`src/rtl/mux8_scan_rx_pkg.sv`:
```
// Shared types and constants for the 74HC151 scan receiver.
package mux8_scan_pkg;

    // Controller states: waiting, stepping through the 8 slots, one-cycle word hand-off.
    typedef enum logic [1:0] {
        IDLE = 2'd0,
        SCAN = 2'd1,
        DONE = 2'd2
    } state_t;

    // The external mux has 8 data inputs addressed by a 3-bit select.
    localparam int NSLOTS = 8;
    localparam int SEL_W  = 3;

    // Width needed to count 0..n-1; never narrower than one bit.
    function automatic int clog2(input int n);
        int r;
        r = 0;
        for (int i = 0; i < 31; i++) begin
            if ((1 << i) < n) begin
                r = i + 1;
            end
        end
        return (r < 1) ? 1 : r;
    endfunction

endpackage

```
`src/rtl/mux8_scan_rx_if.sv`:
```
// Signal bundle between the scan receiver, the board-level mux pins and the host logic.
interface mux8_scan_rx_if;
    import mux8_scan_pkg::*;

    logic                start;
    logic                mux_y;
    logic                mux_en_n;
    logic [SEL_W-1:0]    mux_sel;
    logic                busy;
    logic [NSLOTS-1:0]   data_out;
    logic                data_valid;

    // The receiver drives the mux controls and the assembled word.
    modport master (
        input  start,
        input  mux_y,
        output mux_en_n,
        output mux_sel,
        output busy,
        output data_out,
        output data_valid
    );

    // The surroundings: host requests scans, the mux returns Y.
    modport slave (
        output start,
        output mux_y,
        input  mux_en_n,
        input  mux_sel,
        input  busy,
        input  data_out,
        input  data_valid
    );

endinterface

```
`src/rtl/mux8_scan_rx_sync2.sv`:
```
// Generic two-flop synchroniser for a single asynchronous bit.
module sync2 (
    input  logic clk,
    input  logic rst_n,
    input  logic d,
    output logic q
);

    logic [1:0] stage;

    // Shift the asynchronous input through two flops to resolve metastability.
    always_ff @(posedge clk or negedge rst_n) begin
        if (!rst_n) begin
            stage <= 2'b00;
        end else begin
            stage <= {stage[0], d};
        end
    end

    assign q = stage[1];

endmodule

```
`src/rtl/mux8_scan_rx.sv`:
```
// Receive-side controller for an external 74HC151 8-to-1 mux: steps the select
// through all inputs, samples Y once per slot and returns the 8 samples as a byte.
// SETTLE_CYC must be at least 1; each slot lasts SETTLE_CYC+2 cycles so that the
// synchroniser output reflects the current select before it is sampled.
module mux8_scan_rx
    import mux8_scan_pkg::*;
#(
    parameter int SETTLE_CYC = 2,
    parameter bit CONTINUOUS = 1'b0
) (
    input  logic           clk,
    input  logic           rst_n,
    mux8_scan_rx_if.master bus
);

    localparam int                 SLOT      = SETTLE_CYC + 2;
    localparam int                 CNT_W     = clog2(SLOT);
    localparam logic [CNT_W-1:0]   SLOT_LAST = CNT_W'(SLOT - 1);
    localparam logic [SEL_W-1:0]   SEL_LAST  = SEL_W'(NSLOTS - 1);

    state_t              state;
    logic [CNT_W-1:0]    slot_cnt;
    logic [SEL_W-1:0]    sel_r;
    logic                en_n_r;
    logic                busy_r;
    logic [NSLOTS-1:0]   shadow;
    logic [NSLOTS-1:0]   word_next;
    logic [NSLOTS-1:0]   data_out_r;
    logic                data_valid_r;
    logic                y_s;

    sync2 u_sync (
        .clk   (clk),
        .rst_n (rst_n),
        .d     (bus.mux_y),
        .q     (y_s)
    );

    // Shadow word with the current slot's synchronised sample merged in; this is
    // what gets stored at a slot boundary and, on the last slot, published.
    always_comb begin
        word_next        = shadow;
        word_next[sel_r] = y_s;
    end

    // Scan sequencer: every output is a flop, so select and enable never glitch.
    // The finished word is loaded into data_out on the edge that enters DONE, so
    // data_out already carries the new word during the single data_valid cycle.
    always_ff @(posedge clk or negedge rst_n) begin
        if (!rst_n) begin
            state        <= IDLE;
            slot_cnt     <= '0;
            sel_r        <= '0;
            en_n_r       <= 1'b1;
            busy_r       <= 1'b0;
            shadow       <= '0;
            data_out_r   <= '0;
            data_valid_r <= 1'b0;
        end else begin
            data_valid_r <= 1'b0;
            case (state)
                IDLE: begin
                    en_n_r   <= 1'b1;
                    sel_r    <= '0;
                    busy_r   <= 1'b0;
                    slot_cnt <= '0;
                    if (bus.start) begin
                        state  <= SCAN;
                        en_n_r <= 1'b0;
                        busy_r <= 1'b1;
                        shadow <= '0;
                    end
                end
                SCAN: begin
                    if (slot_cnt == SLOT_LAST) begin
                        shadow   <= word_next;
                        slot_cnt <= '0;
                        if (sel_r == SEL_LAST) begin
                            state        <= DONE;
                            data_out_r   <= word_next;
                            data_valid_r <= 1'b1;
                        end else begin
                            sel_r <= sel_r + 1'b1;
                        end
                    end else begin
                        slot_cnt <= slot_cnt + 1'b1;
                    end
                end
                DONE: begin
                    sel_r    <= '0;
                    slot_cnt <= '0;
                    if (CONTINUOUS) begin
                        state <= SCAN;
                    end else begin
                        state  <= IDLE;
                        en_n_r <= 1'b1;
                        busy_r <= 1'b0;
                    end
                end
                default: begin
                    state  <= IDLE;
                    en_n_r <= 1'b1;
                    sel_r  <= '0;
                    busy_r <= 1'b0;
                end
            endcase
        end
    end

    assign bus.mux_en_n   = en_n_r;
    assign bus.mux_sel    = sel_r;
    assign bus.busy       = busy_r;
    assign bus.data_out   = data_out_r;
    assign bus.data_valid = data_valid_r;

endmodule

```
`src/flat_wrapper.sv`:
```
// flat-port wrapper written by rule: the top's interface ports become plain ports
module mux8_scan_rx_flat import mux8_scan_pkg::*;
#(
    parameter int SETTLE_CYC = 2,
    parameter bit CONTINUOUS = 1'b0
)
  (clk, rst_n, bus_start, bus_mux_y, bus_mux_en_n, bus_mux_sel, bus_busy, bus_data_out, bus_data_valid);
  mux8_scan_rx_if bus_i ();
  input  logic clk;
  input  logic rst_n;
  input wire logic [$bits(bus_i.start)-1:0] bus_start;
  input wire logic [$bits(bus_i.mux_y)-1:0] bus_mux_y;
  output wire logic [$bits(bus_i.mux_en_n)-1:0] bus_mux_en_n;
  output wire logic [$bits(bus_i.mux_sel)-1:0] bus_mux_sel;
  output wire logic [$bits(bus_i.busy)-1:0] bus_busy;
  output wire logic [$bits(bus_i.data_out)-1:0] bus_data_out;
  output wire logic [$bits(bus_i.data_valid)-1:0] bus_data_valid;
  assign bus_i.start = bus_start;
  assign bus_i.mux_y = bus_mux_y;
  assign bus_mux_en_n = bus_i.mux_en_n;
  assign bus_mux_sel = bus_i.mux_sel;
  assign bus_busy = bus_i.busy;
  assign bus_data_out = bus_i.data_out;
  assign bus_data_valid = bus_i.data_valid;
  mux8_scan_rx #(.SETTLE_CYC(SETTLE_CYC), .CONTINUOUS(CONTINUOUS)) u_core (.clk(clk), .rst_n(rst_n), .bus(bus_i));
endmodule
```
`config.mk`:
```
export PLATFORM = sky130hd
export DESIGN_NAME = mux8_scan_rx_flat
export DESIGN_NICKNAME = d
export VERILOG_FILES = /design/src/rtl/mux8_scan_rx_pkg.sv /design/src/rtl/mux8_scan_rx_if.sv /design/src/rtl/mux8_scan_rx_sync2.sv /design/src/rtl/mux8_scan_rx.sv /design/src/flat_wrapper.sv
export SDC_FILE = /design/constraint.sdc
export NUM_CORES = 1
export LEC_CHECK = 0
export CAP_MARGIN = 5
export CORE_MARGIN = 2
export CORE_UTILIZATION = 50
export CTS_BUF_LIST = sky130_fd_sc_hd__clkbuf_4
export DETAILED_ROUTE_END_ITERATION = 12
export PLACE_DENSITY = 0.77
export RECOVER_POWER = 25
export SLEW_MARGIN = 25
export SYNTH_ARGS = -nofsm -noshare
export SYNTH_HDL_FRONTEND = slang
export SYNTH_HIERARCHICAL = 1
export SYNTH_SLANG_ARGS = --single-unit
```
`constraint.sdc`:
```
create_clock -name clk -period 1.56 [get_ports clk]
set_clock_uncertainty 0.15 [all_clocks]
set_input_delay 0.234 -clock clk [delete_from_list [all_inputs] [get_ports clk]]
set_output_delay 0.234 -clock clk [all_outputs]
set_load 0.02 [all_outputs]
```
==> flow_summary.yaml, run 1 <==
status:
  status: "complete, but fails checks"
  violations: "negative setup slack"
routing:
  drt-initial-drc-count: 19
  wl_per_cell_um: 15.6
  drtPass1Iterations: 4
  vias_per_cell: 5.54
  drc: 0
  wirelength_mm: 2.90
  final_antenna_net_count: 0
  vias: 1030
clock_network:
  numClockSinks: 28
  path_clk_slew_ns: 0.15
  hold_buffers: 0
  cts_buffer_depth: 2
  root_buffer: "clkbuf_4"
  htreeDepth: 1
  cts_tree: "done"
  cts_buffers: 3
  insertion_delay_ns: 0.32
synth:
  synthXorXnorAreaFrac: 0.0131
  syn_area_per_cell_sq_um: 10.9
  synth_cells: 123
  synth_area_sq_um: 1340
  synth_top_family_by_area: "simple AND/OR/NAND/NOR gates"
  synth-async-reset-ratio: 1.00
  synth_cell_type_count: 29
  synth-main-ff-cell: "dfrtp_1"
  ys_warn_count: 6
  ys_seq_elements: 28
  synth-simple-area-share: 0.203
  synth_compound_area_frac: 0.107
  ys_seq_area_frac: 0.523
  synthAdderAreaFrac: 0.0280
  synth_edf_count: 0
  synthMuxAreaShare: 0.0821
  synth_fp_nets: 130
worst_setup_path:
  cp.required_ns: 1.63
  cp.buffers_inverters: 1
  crit_type: "reg2reg"
  path_delay_family: "simple AND/OR/NAND/NOR gates"
  crit_path_max_fanout: 4
  cp_cell_sequence: "buf_6 -> or3b_4 -> and4_4 -> a211o_1"
  critPathMaxStageDelay_ns: 0.46
  critPathArrivalTime_ns: 1.65
  cp_slowest_cell: "dfrtp_2"
  start_kind: "flip-flop"
  endpoint_kind: "flip-flop"
power_and_ir_drop:
  power.density_nw_per_um2: 1960
  p_leak_nw: 0.915
  combPwrFrac: 0.517
  ir_drop_uv: 1410
  power_frac_seq: 0.351
  clockPowerShare: 0.132
  switching_share: 0.380
  p_sw_mw: 1.34
  p_int_mw: 2.19
global_route:
  grt_max_degree: 29
  grt-ovfl-total: 0
  grt_pass1_vias: 1092
  antenna_found_initial: 0
  grt.total_usage: 0.198
  grt_pass1_wl_mm: 4.95
floorplan:
  io_pins: 18
  fp.dieH_um: 55.8
  start_util: 0.537
  core_area_sq_um: 2500
  rows: 18
  die-area_sq_um: 3110
  dieWidth_um: 55.8
timing:
  min_period_ns: 1.58
  grt_setup_unrepaired: "true"
  drv_slew: 0
  hold_viol: 0
  setup_viol: 1
  finalSetupTns_ns: -0.0186
  slew_headroom: 0.539
  fin_ws_ns: -0.0186
  worst-slew-pin-transition_ns: 0.692
  fmax_ghz: 0.633
  fin_crit_sh: 1.01
job:
  cap_viol_max_count: 0
placement:
  gp_congestion: 0.759
  port-buffer-count: 17
  hpwlAfterDp_mm: 1.98
final_layout:
  drive_gt1_frac: 0.327
  final_util: 0.722
  nets: 164
  syn2layout_area_growth_pct: 34.6
  diodes: 0
worst_hold_path:
  hp-class: "reg2reg"
==> what timing repair did <==
action / CTS / global route
resized for setup: 21 / 31
pin swaps: 1 / 3
endpoints found under the setup margin: 26 / 20
buffers inserted: 3 / 3
==> worst paths after layout <==
path	from	endpoint	slack, ns	cells past startpoint
worst max-delay path	u_core/bus.mux_sel[1]	u_core/shadow[2]	-0.02	4
worst min-delay path	u_core/u_sync/stage[0]	u_core/u_sync/stage[1]	0.22	0
worst max register to register	u_core/bus.mux_sel[1]	u_core/shadow[2]	-0.02	4
worst min register to register	u_core/u_sync/stage[0]	u_core/u_sync/stage[1]	0.22	0
max in group asynchronous	rst_n	u_core/bus.mux_sel[0]	0.47	2
min in group asynchronous	rst_n	u_core/bus.data_out[4]	0.31	2
==> placed cells by master (no fill, tap or decap), types with 5 or more instances in the layout <==
master	count
a211o_1	8
buf_4	14
dfrtp_1	24
dlygate4sd2_1	12
mux2i_1	10
nand2_1	8
nand2_2	5
nor2_1	8
nor2b_1	5
==> logic make-up after synthesis <==
| family | after synthesis |
|---|---|
| AOI/OAI and AO/OA | 21 |
| DFF | 28 |
| adders and majority gates | 3 |
| xor gates and xnor gates | 2 |
| buffers and inverters | 10 |
| and+or+nand+nor | 48 |
| muxes | 11 |
==> cell usage after synthesis (3+ instances only) <==
cell / n / area share
a211o_1: 8 / 0.052
and4_1: 4 / 0.026
buf_2: 4 / 0.015
dfrtp_1: 27 / 0.50
ha_1: 3 / 0.028
mux2i_1: 11 / 0.082
nand2_1: 13 / 0.036
nand3b_1: 3 / 0.017
nor2_1: 8 / 0.022
nor2b_1: 6 / 0.028
nor3_1: 4 / 0.015
o21ai_0: 8 / 0.030
==> power by group through the flow <==
stage / logic (mW) / registers (mW) / clock network (mW)
finish: 1.83 / 1.24 / 0.467
global route: 1.98 / 1.28 / 0.515
CTS: 1.63 / 1.21 / 0.483
detailed placement: 1.61 / 1.23 / 0
global placement: 1.54 / 1.21 / 0
floorplan: 0.885 / 1.32 / 0
==> stage by stage <==
stage | worst slack, ns | instance area [sq um] | power, mW | hold slack (ns) | std cells
after detailed placement | -0.113 | 1640 | 2.84 | 0.186 | 176
after global placement | -0.0654 | 1640 | 2.74 | 0.193 | 176
after floorplan | -0.0573 | 1360 | 2.20 | -0.212 | 123
after global routing | -0.0649 | 1810 | 3.77 | 0.236 | 186
final | -0.0186 | 1810 | 3.54 | 0.219 | 186
after CTS | -0.0165 | 1720 | 3.32 | 0.0891 | 183
==> layer usage <==
layer  vias up  track usage  wire [um]
li1        502            -          -
met1       494        0.258       1310
met2        28        0.347       1440
met3         6       0.0279         94
met4         0       0.0453         47
met5         -            0          0
==> sequential cells by signal, summed over array words and instances, names as in the netlist, 2 cells and up <==
register             count
u_core/state             2
u_core/u_sync/stage      2
u_core/bus.mux_sel       3
u_core/bus.data_out      8
u_core/slot_cnt          2
u_core/shadow            8
==> worst register-to-register path, cell delays in order (launching register included) <==
cell and delay (ns):
dfrtp_2 0.46, buf_6 0.12, or3b_4 0.38, and4_4 0.16, a211o_1 0.22
==> layout make-up <==
type	instances	area (sq um)
multi-input combinational	85	682
tap	30	37.5
fill	174	694
sequential	28	706
clock inverter	1	30.0
clock buffer	3	22.5
timing repair buffer	37	320
inverter	2	7.51
(Power assumes the default switching activity.)
==> run 2, diff against run 1 <==
- CORE_MARGIN: 2 -> 5
- TNS_END_PERCENT: unset -> 5
==> flow_summary.yaml, run 2 (same netlist as run 1, synthesis figures left out) <==
status:
  status: "complete, but fails checks"
  violations: "negative setup slack"
timing:
  grt_setup_unrepaired: "true"
  slew_headroom: 0.759
  min_period_ns: 1.58
  worst-slew-pin-transition_ns: 0.361
  drv_slew: 0
  setup_viol: 1
  fmax_ghz: 0.634
  fin_crit_sh: 1.01
  hold_viol: 0
  fin_ws_ns: -0.0176
  whs_ns: 0.225
routing:
  vias_per_cell: 5.58
  vias: 1043
  final_antenna_net_count: 0
  drtPass1Iterations: 4
  drt-initial-drc-count: 28
  wirelength_mm: 3.01
  wl_per_cell_um: 16.1
  drc: 0
job:
  cap_viol_max_count: 0
final_layout:
  num-fill-cells: 217
  diodes: 0
  final_area_sq_um: 1730
  drive_gt1_frac: 0.248
  final_common_cell: "dfrtp_1"
  nets: 165
  syn2layout_area_growth_pct: 29.1
  final_util: 0.687
  stdcell_count: 187
  final_cell_mix: "dfrtp_1 (24), buf_4 (13), mux2i_1 (11), dlygate4sd2_1 (10), nand2_1 (10)"
floorplan:
  rows: 18
  dieWidth_um: 61.8
  io_pins: 18
  die-area_sq_um: 3820
  core_area_sq_um: 2520
  fp.dieH_um: 61.8
  start_util: 0.532
clock_network:
  htreeDepth: 1
  path_clk_slew_ns: 0.15
  numClockSinks: 28
  cts_buffers: 3
  cts_buffer_depth: 2
  cts_tree: "done"
  insertion_delay_ns: 0.33
  root_buffer: "clkbuf_4"
power_and_ir_drop:
  power.density_nw_per_um2: 1850
  combPwrFrac: 0.525
  clockPowerShare: 0.094
  power_frac_seq: 0.382
  finalPower_mw: 3.21
  p_leak_nw: 0.888
  switching_share: 0.398
  p_sw_mw: 1.28
  ir_drop_uv: 1210
  p_int_mw: 1.93
global_route:
  grt_pass1_wl_mm: 4.98
  antenna_found_initial: 0
  grt_pass1_vias: 1081
  grt-ovfl-total: 0
  grt_max_degree: 24
  grt.total_usage: 0.180
worst_setup_path:
  endpoint_kind: "flip-flop"
  crit_type: "reg2reg"
  critPathArrivalTime_ns: 1.65
  crit_path_max_fanout: 11
  cp.required_ns: 1.63
  start_kind: "flip-flop"
worst_hold_path:
  hp-class: "reg2reg"
placement:
  port-buffer-count: 17
  hpwlAfterDp_mm: 2.03
  postPlaceCellArea_sq_um: 1660
  placed_cells: 179
  gp_congestion: 0.765
==> run 2: critical path: stages (launching register included) <==
cell and delay [ns]:
dfrtp_2 0.52, or3b_4 0.42, and4_4 0.15, a211o_1 0.23
==> run 2: area by class of cell <==
| type | count | area [sq um] | area share |
|---|---|---|---|
| Sequential cell | 28 | 706 | 0.408 |
| Inverter | 2 | 7.51 | 0.00434 |
| Clock inverter | 1 | 3.75 | 0.00217 |
| Timing Repair Buffer | 38 | 329 | 0.190 |
| Multi-Input combinational cell | 85 | 626 | 0.361 |
| Clock buffer | 3 | 22.5 | 0.0130 |
| Tap cell | 30 | 37.5 | 0.0217 |
==> run 2: metrics by stage <==
step,TNS (ns),setup slack [ns]
floorplan,-0.663,-0.0685
global placement,-0.695,-0.0781
detailed placement,-1.16,-0.123
CTS,-0.0213,-0.0213
global route,-0.590,-0.0632
finish,-0.0176,-0.0176
==> run 2: path summary, 6_finish.rpt <==
check / from / endpoint / slack (ns) / cells after the start
max: u_core/bus.mux_sel[2] / u_core/shadow[2] / -0.02 / 3
min: u_core/u_sync/stage[0] / u_core/u_sync/stage[1] / 0.23 / 0
max reg2reg: u_core/bus.mux_sel[2] / u_core/shadow[2] / -0.02 / 3
min reg2reg: u_core/u_sync/stage[0] / u_core/u_sync/stage[1] / 0.23 / 0
max in group asynchronous: rst_n / u_core/shadow[6] / 0.23 / 3
min in group asynchronous: rst_n / u_core/state[0] / 0.60 / 2
==> run 2: power groups by stage <==
| stage | logic, mW | clock network [mW] | registers, mW |
|---|---|---|---|
| final | 1.68 | 0.301 | 1.22 |
| after floorplan | 0.880 | 0 | 1.32 |
| after global routing | 1.87 | 0.352 | 1.26 |
| after detailed placement | 1.65 | 0 | 1.21 |
| after global placement | 1.58 | 0 | 1.18 |
| after CTS | 1.63 | 0.315 | 1.21 |
==> run 2: timing repair <==
action                                  in CTS  in global routing
setup buffers                                0                  2
pin swaps                                    2                  1
endpoints found under the hold margin        4                  0
endpoints found under the setup margin      33                 20
gates cloned                                 0                  1
hold buffers                                 1                  0
gates resized for setup                     30                 13
==> run 2: metal layers <==
| metal | GRT usage | part of all wire | vias to the layer above |
|---|---|---|---|
| met2 | 0.299 | 0.48 | 28 |
| met4 | 0.0727 | 0.0063 | 0 |
| met5 | 0 | 0 | - |
| met1 | 0.240 | 0.48 | 510 |
| met3 | 0.0207 | 0.039 | 2 |
| li1 | - | - | 503 |
==> run 3, diff against run 2 <==
- CORE_ASPECT_RATIO: unset -> 1.25
- GPL_TIMING_DRIVEN: unset -> 0
==> flow_summary.yaml, run 3 (same netlist as run 1, synthesis figures left out) <==
power_and_ir_drop:
  finalPower_mw: 3.32
  power.density_nw_per_um2: 1920
  ir_drop_uv: 1100
  p_leak_nw: 0.900
timing:
  worst-slew-pin-transition_ns: 0.697
  grt_setup_unrepaired: "true"
  hold_viol: 0
  min_period_ns: 1.60
  fin_crit_sh: 1.03
  drv_slew: 0
  setup_viol: 8
  slew_headroom: 0.536
  fmax_ghz: 0.624
  fin_ws_ns: -0.0434
final_layout:
  final_cell_mix: "dfrtp_1 (24), nand2_1 (13), dlygate4sd2_1 (12), mux2i_1 (11), buf_4 (10)"
  regArea_sq_um: 706
  multi_input_area_sq_um: 606
  syn2layout_area_growth_pct: 29.0
  drive_gt1_frac: 0.244
  diodes: 0
  final_common_cell: "dfrtp_1"
  nets: 164
  num-fill-cells: 216
clock_network:
  cts_buffers: 3
  cts_tree: "done"
  numClockSinks: 28
  path_clk_slew_ns: 0.15
  insertion_delay_ns: 0.32
  htreeDepth: 1
  root_buffer: "clkbuf_4"
  cts_buffer_depth: 2
routing:
  wirelength_mm: 2.98
  drtPass1Iterations: 4
  vias_per_cell: 5.61
  drc: 0
  drt-initial-drc-count: 41
  vias: 1066
  final_antenna_net_count: 0
  wl_per_cell_um: 15.7
global_route:
  grt-ovfl-total: 0
  grt_max_degree: 29
  antenna_found_initial: 0
  grt_pass1_vias: 1090
  grt_pass1_wl_mm: 4.93
  grt.total_usage: 0.162
status:
  status: "complete, but fails checks"
  violations: "negative setup slack"
worst_setup_path:
  cp.required_ns: 1.64
  crit_path_max_fanout: 5
  critPathArrivalTime_ns: 1.69
  endpoint_kind: "flip-flop"
  crit_type: "reg2reg"
  start_kind: "flip-flop"
placement:
  hpwlAfterDp_mm: 1.90
  port-buffer-count: 17
  gp_congestion: 0.770
  dpl_worst_slack_ns: -0.318
floorplan:
  dieWidth_um: 56.3
  die-area_sq_um: 3820
  core_area_sq_um: 2630
  fp.dieH_um: 67.9
  io_pins: 18
  rows: 21
  start_util: 0.510
job:
  cap_viol_max_count: 0
worst_hold_path:
  hp-class: "reg2reg"
[run 3: cell types whose count changed in the layout (fill, tap and decap cells not counted), moves of 2 or more]
| cell | before | now |
|---|---|---|
| nand2_1 | 10 | 13 |
| nand2_2 | 3 | 0 |
| o21ai_0 | 1 | 3 |
| buf_4 | 13 | 10 |
| o21ai_1 | 7 | 5 |
| buf_12 | 2 | 0 |
| ha_4 | 2 | 0 |
| clkbuf_2 | 0 | 2 |
| buf_6 | 2 | 6 |
| dlygate4sd2_1 | 10 | 12 |
| buf_2 | 4 | 2 |
[run 3: critical path, stage by stage (launching register included)]
cell	delay, ns
dfrtp_2	0.46
buf_6	0.13
or3b_4	0.40
and4_4	0.15
a211o_1	0.22
[run 3: cell type report]
cell class | count | share of cell area
repair buffers | 29 | 0.145
inverters | 2 | 0.00434
clock inverters | 1 | 0.0174
plain buffers | 8 | 0.0383
well taps | 34 | 0.0246
clock buffers | 3 | 0.0130
multi-input cells | 85 | 0.350
flip-flops and latches | 28 | 0.408
[run 3: repair_timing]
item                       in CTS  in global routing
gates cloned                    0                  2
gates resized for setup        19                 20
pin swaps                       2                  6
setup buffers                   1                  8
hold buffers                    1                  0
hold endpoints to repair       27                  0
setup endpoints to repair      35                 21
[run 3: stage by stage]
stage	cell area, sq um	TNS (ns)	hold WS (ns)	util	instances
floorplan	1350	-0.663	-0.212	-	123
global route	1730	-1.36	0.246	0.659	190
finish	1730	-0.151	0.229	0.659	190
global placement	1560	-12.35	0.181	0.595	174
CTS	1620	-0.661	0.176	0.617	180
detailed placement	1560	-3.94	0.135	0.593	174
[run 3: layer usage]
layer | part of all wire | routed length, um | GRT usage
met1 | 0.44 | 1300 | 0.206
met2 | 0.49 | 1470 | 0.281
met3 | 0.042 | 126 | 0.0208
met4 | 0.025 | 74 | 0.0682
met5 | 0 | 0 | 0
[run 3: report_power, final]
part	internal, mW	switching [mW]
clock	0.260	0.212
combinational	0.815	0.876
sequential	0.993	0.161
total	2.07	1.25
[run 3: worst paths after layout]
kind,startpoint,end,slack [ns],cells past startpoint
setup / recovery,u_core/bus.mux_sel[0],u_core/shadow[2],-0.04,4
hold / removal,u_core/u_sync/stage[0],u_core/u_sync/stage[1],0.23,0
setup reg to reg,u_core/bus.mux_sel[0],u_core/shadow[2],-0.04,4
hold reg to reg,u_core/u_sync/stage[0],u_core/u_sync/stage[1],0.23,0
max in group asynchronous,rst_n,u_core/bus.mux_sel[0],0.47,2
min in group asynchronous,rst_n,u_core/bus.mux_sel[2],0.31,2
